`src/rtl/rr_mux_n.sv`:
```
// rr_mux_n: CHANNELS-to-1 arbitrated mux with a one-entry registered output and valid/ready on every port.
// Defining RR_MUX_HOLD_EN adds in_last and an IDLE/HELD FSM that keeps a packet's channel granted to its last beat.
module rr_mux_n #(
    parameter int  WIDTH    = 8,
    parameter int  CHANNELS = 4,
    localparam int SEL_W    = $clog2(CHANNELS)
) (
    input  logic                      clk,
    input  logic                      rst_n,
    input  logic [CHANNELS*WIDTH-1:0] in_data,
    input  logic [CHANNELS-1:0]       in_valid,
    output logic [CHANNELS-1:0]       in_ready,
`ifdef RR_MUX_HOLD_EN
    input  logic [CHANNELS-1:0]       in_last,
`endif
    input  logic                      lock,
    input  logic [SEL_W-1:0]          lock_sel,
    output logic [WIDTH-1:0]          out_data,
    output logic [SEL_W-1:0]          out_sel,
    output logic                      out_valid,
    input  logic                      out_ready
);

    logic [SEL_W-1:0]    ptr;
    logic [SEL_W-1:0]    ptr_next;
    logic [CHANNELS-1:0] eligible;
    logic [SEL_W:0]      scan_idx;
    logic                grant_valid;
    logic [SEL_W-1:0]    grant;
    logic [WIDTH-1:0]    grant_data;
    logic                load_en;
    logic                xfer;

`ifdef RR_MUX_HOLD_EN
    typedef enum logic {IDLE, HELD} hold_state_t;
    hold_state_t      state;
    hold_state_t      state_next;
    logic [SEL_W-1:0] held_ch;
    logic [SEL_W-1:0] held_ch_next;
`endif

    function automatic logic [SEL_W-1:0] next_index(input logic [SEL_W-1:0] idx);
        return (idx == SEL_W'(CHANNELS - 1)) ? '0 : idx + 1'b1;
    endfunction

    // An out-of-range lock_sel never matches any channel, so forced mode then grants nothing.
    always_comb begin
        eligible = '0;
        for (int i = 0; i < CHANNELS; i++) begin
            eligible[i] = in_valid[i] && (!lock || (lock_sel == SEL_W'(i)));
`ifdef RR_MUX_HOLD_EN
            if (state == HELD) eligible[i] = in_valid[i] && (held_ch == SEL_W'(i));
`endif
        end
    end

    always_comb begin
        grant_valid = 1'b0;
        grant       = '0;
        scan_idx    = '0;
        for (int off = 0; off < CHANNELS; off++) begin
            scan_idx = {1'b0, ptr} + (SEL_W+1)'(off);
            if (scan_idx >= (SEL_W+1)'(CHANNELS)) scan_idx = scan_idx - (SEL_W+1)'(CHANNELS);
            if (!grant_valid && eligible[scan_idx[SEL_W-1:0]]) begin
                grant_valid = 1'b1;
                grant       = scan_idx[SEL_W-1:0];
            end
        end
    end

    always_comb begin
        grant_data = '0;
        for (int i = 0; i < CHANNELS; i++) begin
            if (grant == SEL_W'(i)) grant_data = in_data[i*WIDTH +: WIDTH];
        end
    end

    assign load_en = !out_valid || out_ready;
    assign xfer    = load_en && grant_valid;

    // in_ready is gated by rst_n so nothing looks accepted while the block is held in reset.
    always_comb begin
        in_ready = '0;
        for (int i = 0; i < CHANNELS; i++) begin
            in_ready[i] = rst_n && xfer && (grant == SEL_W'(i));
        end
    end

    always_comb begin
        ptr_next = ptr;
`ifdef RR_MUX_HOLD_EN
        if (xfer && state == HELD) begin
            if (in_last[grant]) ptr_next = next_index(held_ch);
        end else if (xfer && !lock) begin
            ptr_next = next_index(grant);
        end
`else
        if (xfer && !lock) ptr_next = next_index(grant);
`endif
    end

`ifdef RR_MUX_HOLD_EN
    always_ff @(posedge clk or negedge rst_n) begin
        if (!rst_n) begin
            state   <= IDLE;
            held_ch <= '0;
        end else begin
            state   <= state_next;
            held_ch <= held_ch_next;
        end
    end

    // Single-beat packets (last set while IDLE) never enter HELD.
    always_comb begin
        state_next   = state;
        held_ch_next = held_ch;
        case (state)
            IDLE: begin
                if (xfer && !in_last[grant]) begin
                    state_next   = HELD;
                    held_ch_next = grant;
                end
            end
            HELD: begin
                if (xfer && in_last[grant]) state_next = IDLE;
            end
        endcase
    end
`endif

    always_ff @(posedge clk or negedge rst_n) begin
        if (!rst_n) begin
            ptr       <= '0;
            out_valid <= 1'b0;
            out_data  <= '0;
            out_sel   <= '0;
        end else begin
            ptr <= ptr_next;
            if (xfer) begin
                out_data  <= grant_data;
                out_sel   <= grant;
                out_valid <= 1'b1;
            end else if (out_ready) begin
                out_valid <= 1'b0;
            end
        end
    end

endmodule

```
`config.mk`:
```
export PLATFORM = sky130hd
export DESIGN_NAME = rr_mux_n
export DESIGN_NICKNAME = d
export VERILOG_FILES = /design/src/rtl/rr_mux_n.sv
export SDC_FILE = /design/constraint.sdc
export NUM_CORES = 1
export LEC_CHECK = 0
export CORE_ASPECT_RATIO = 1.1
export CORE_MARGIN = 1
export CORE_UTILIZATION = 43
export DETAILED_ROUTE_END_ITERATION = 16
export PLACE_DENSITY_LB_ADDON = 0.12
export SLEW_MARGIN = 20
export SYNTH_ARGS = -nofsm -noshare
export SYNTH_HDL_FRONTEND = slang
export SYNTH_SLANG_ARGS = --single-unit
```
`constraint.sdc`:
```
create_clock -name clk -period 4.4 [get_ports clk]
set_input_delay 0.66 -clock clk [delete_from_list [all_inputs] [get_ports clk]]
set_output_delay 0.66 -clock clk [all_outputs]
set_load 0.1 [all_outputs]
```
==> flow_summary.ini <==
[job]
drv_cap = 0

[die]
core_um2 = 2496
fp.dieArea_um2 = 2861
rows = 19
start_util_pct = 45.66
die_h_um = 56
dieWidth_um = 51.09
ios = 57

[timing]
hold_viol = 0
setup_viol = 0
maxSlewViolCount = 0
rsz0062_at_grt = false
fin_skew_ns = 0.001458
fmax_mhz = 240.7
slew_headroom_pct = 34.43
fin_setup_tns_ns = 0
max_slew.worst_pin.slew_ns = 0.9805
layout_min_cycle_time_ns = 4.154
fin_crit_sh_pct = 94.41

[layout]
instances_no_fill = 216
drive_above_1_share_pct = 9.730
nets = 232
nFillCells = 229
area_growth_pct = 53.24
antenna_cells = 0

[clocking]
postCtsSetupBuffers = 0
cts.clk_slew.worst_paths_ns = 0.07
cts_buffers = 3
cts_hold_buffers = 0
clock_latency_ns = 0.27
clockBufferDepth = 2
htree_levels = 1
clkSinkCount = 13
ctsResizeCount = 0
cts-root-buf = clkbuf_4
tritoncts = built

[worst_hold_path]
hp-class = reg2reg

[placed_design]
io_buffers = 56
placed_cells_incl_taps = 212
dpl.hpwl_um = 2251
place_congestion = 0.7885

[setup_path]
startpoint_type = input pin
arrival_ns = 3.49
crit_required_ns = 3.74
criticalPathCategory = in2out
worst_setup_path_end_kind = primary output
worst-path-max-fanout = 11

[synthesis]
synth_warnings = 0
synthArstFlopShare_pct = 100.0
syn-num-nets = 180
synth_seq_cells = 13
netlist.area_leader.share_pct = 28.54
ys.flop_type = dfrtp_1
synth_top_cells_by_count = dfrtp_1, a21oi_1, nand2_1
ys_seq_area_share_pct = 28.54
yosysMostFrequentCell = dfrtp_1
synth-edff-count = 0
yosys-top-cells-area = dfrtp_1, a221oi_1, a21oi_1
yosysUniqueCellTypes = 40
yosysTopAreaCell = dfrtp_1
syn_area_um2 = 1140
netlist_instances = 134
avgSynthCellArea_um2 = 8.506

[route]
wirelength_um = 2884
via_count = 1193
viasPerCell = 5.523
drtAntennaViolNets = 0
drtPass1Iterations = 4
drc = 0
first_iter_violations = 22
wl_per_cell_um = 13.35

[pwr]
p_per_area_nw_per_um2 = 746.9
leakage_nw = 0.6971
peakVddDrop_mv = 0.5297

[grt]
antenna_found_initial = 0
grt_max_degree = 24
grt_overflow = 0
grt_pass1_vias = 1144
grt_pass1_wl_um = 4774
grtUsageTotal_pct = 21.82

[status]
outcome = finished clean
==> worst max-delay path: stages <==
cell	delay, ns
clkdlybuf4s50_1	0.54
or4bb_1	0.59
o211ai_2	0.10
nor4_2	0.09
nor4_1	0.24
nand4_1	0.26
clkinv_1	0.15
ha_1	0.38
and3_1	0.28
buf_12	0.19
==> per-stage QoR <==
step,setup WS [ns],hold slack [ns],total power [mW],cell area [µm²],util (%)
3_3_place_gp,0.4662,0.4615,1.209,1720,68.92
3_5_place_dp,0.3536,0.4700,1.229,1720,68.92
4_1_cts,0.3407,0.4866,1.305,1747,69.97
2_1_floorplan,0.3243,0.3644,0.9984,1140,-
6_report,0.2462,0.4790,1.305,1747,69.97
5_1_grt,0.06289,0.5186,1.393,1747,69.97
==> cell usage in the layout, fill, tap and decap left out, types with 2 or more instances in the layout <==
master and n:
nand3_1 2, nand2_1 12, nand4b_1 3, o21ai_1 2
clkdlybuf4s50_1 52, or4bb_1 2, mux2i_1 3, ha_1 4
nor2b_1 8, nand4_1 2, nor3_1 10, and3_1 5
buf_12 4, clkbuf_4 3, a21oi_1 12, o211ai_1 2
o21ai_0 10, inv_1 3, a221oi_1 7, o211ai_2 2
nor2_1 5, dfrtp_1 13
==> layout make-up <==
type | instances | area [µm²] | share of cell area [%]
timing repair buffer | 57 | 608.1 | 34.81
inverter | 4 | 15.01 | 0.8596
tap | 31 | 38.79 | 2.221
multi-input combinational | 107 | 733.2 | 41.98
clock buffer | 4 | 26.28 | 1.504
sequential | 13 | 325.3 | 18.62
==> final timing paths <==
check | startpoint | to | slack (ns) | cells past startpoint
max reg2reg | ptr[0] | out_data[6] | 0.91 | 12
min | out_data[1] | out_data[1] | 0.48 | 2
min in group asynchronous | rst_n | out_data[2] | 0.80 | 1
min reg2reg | out_data[1] | out_data[1] | 0.48 | 2
max | lock_sel[1] | in_ready[1] | 0.25 | 10
max in group asynchronous | rst_n | out_data[4] | 3.17 | 1
==> metal layers <==
layer	routed length (µm)	vias to the layer above	global-route usage, %	share of wire, %
met5	0	-	0	0
met4	58	0	12.70	2.0
met3	145	6	2.459	5.0
met2	1314	44	34.59	46
met1	1366	536	28.01	47
li1	-	607	-	-
==> power breakdown <==
part	internal (mW)	leakage [nW]	switching, mW
registers	0.173	0.160	0.0537
clock network	0.0351	0.0150	0.0358
logic	0.338	0.522	0.670
total	0.546	0.697	0.759
==> kinds of logic (layout without fill, tap and decap cells) <==
logic type,Yosys count,in the layout,share of synthesized area [%]
flip-flops,13,13,28.54
AO/OA/AOI/OAI,39,39,22.28
adder cells (fa/ha/maj),4,4,4.391
multiplexers,6,6,6.915
buffers and inverters,14,65,7.134
AND/OR/NAND/NOR,58,58,30.74
==> state kept, by name, summed over array words and instances, names as in the netlist <==
register	flops
out_data	8
out_valid	1
ptr	2
out_sel	2
Power figures use the tool's default switching activity.
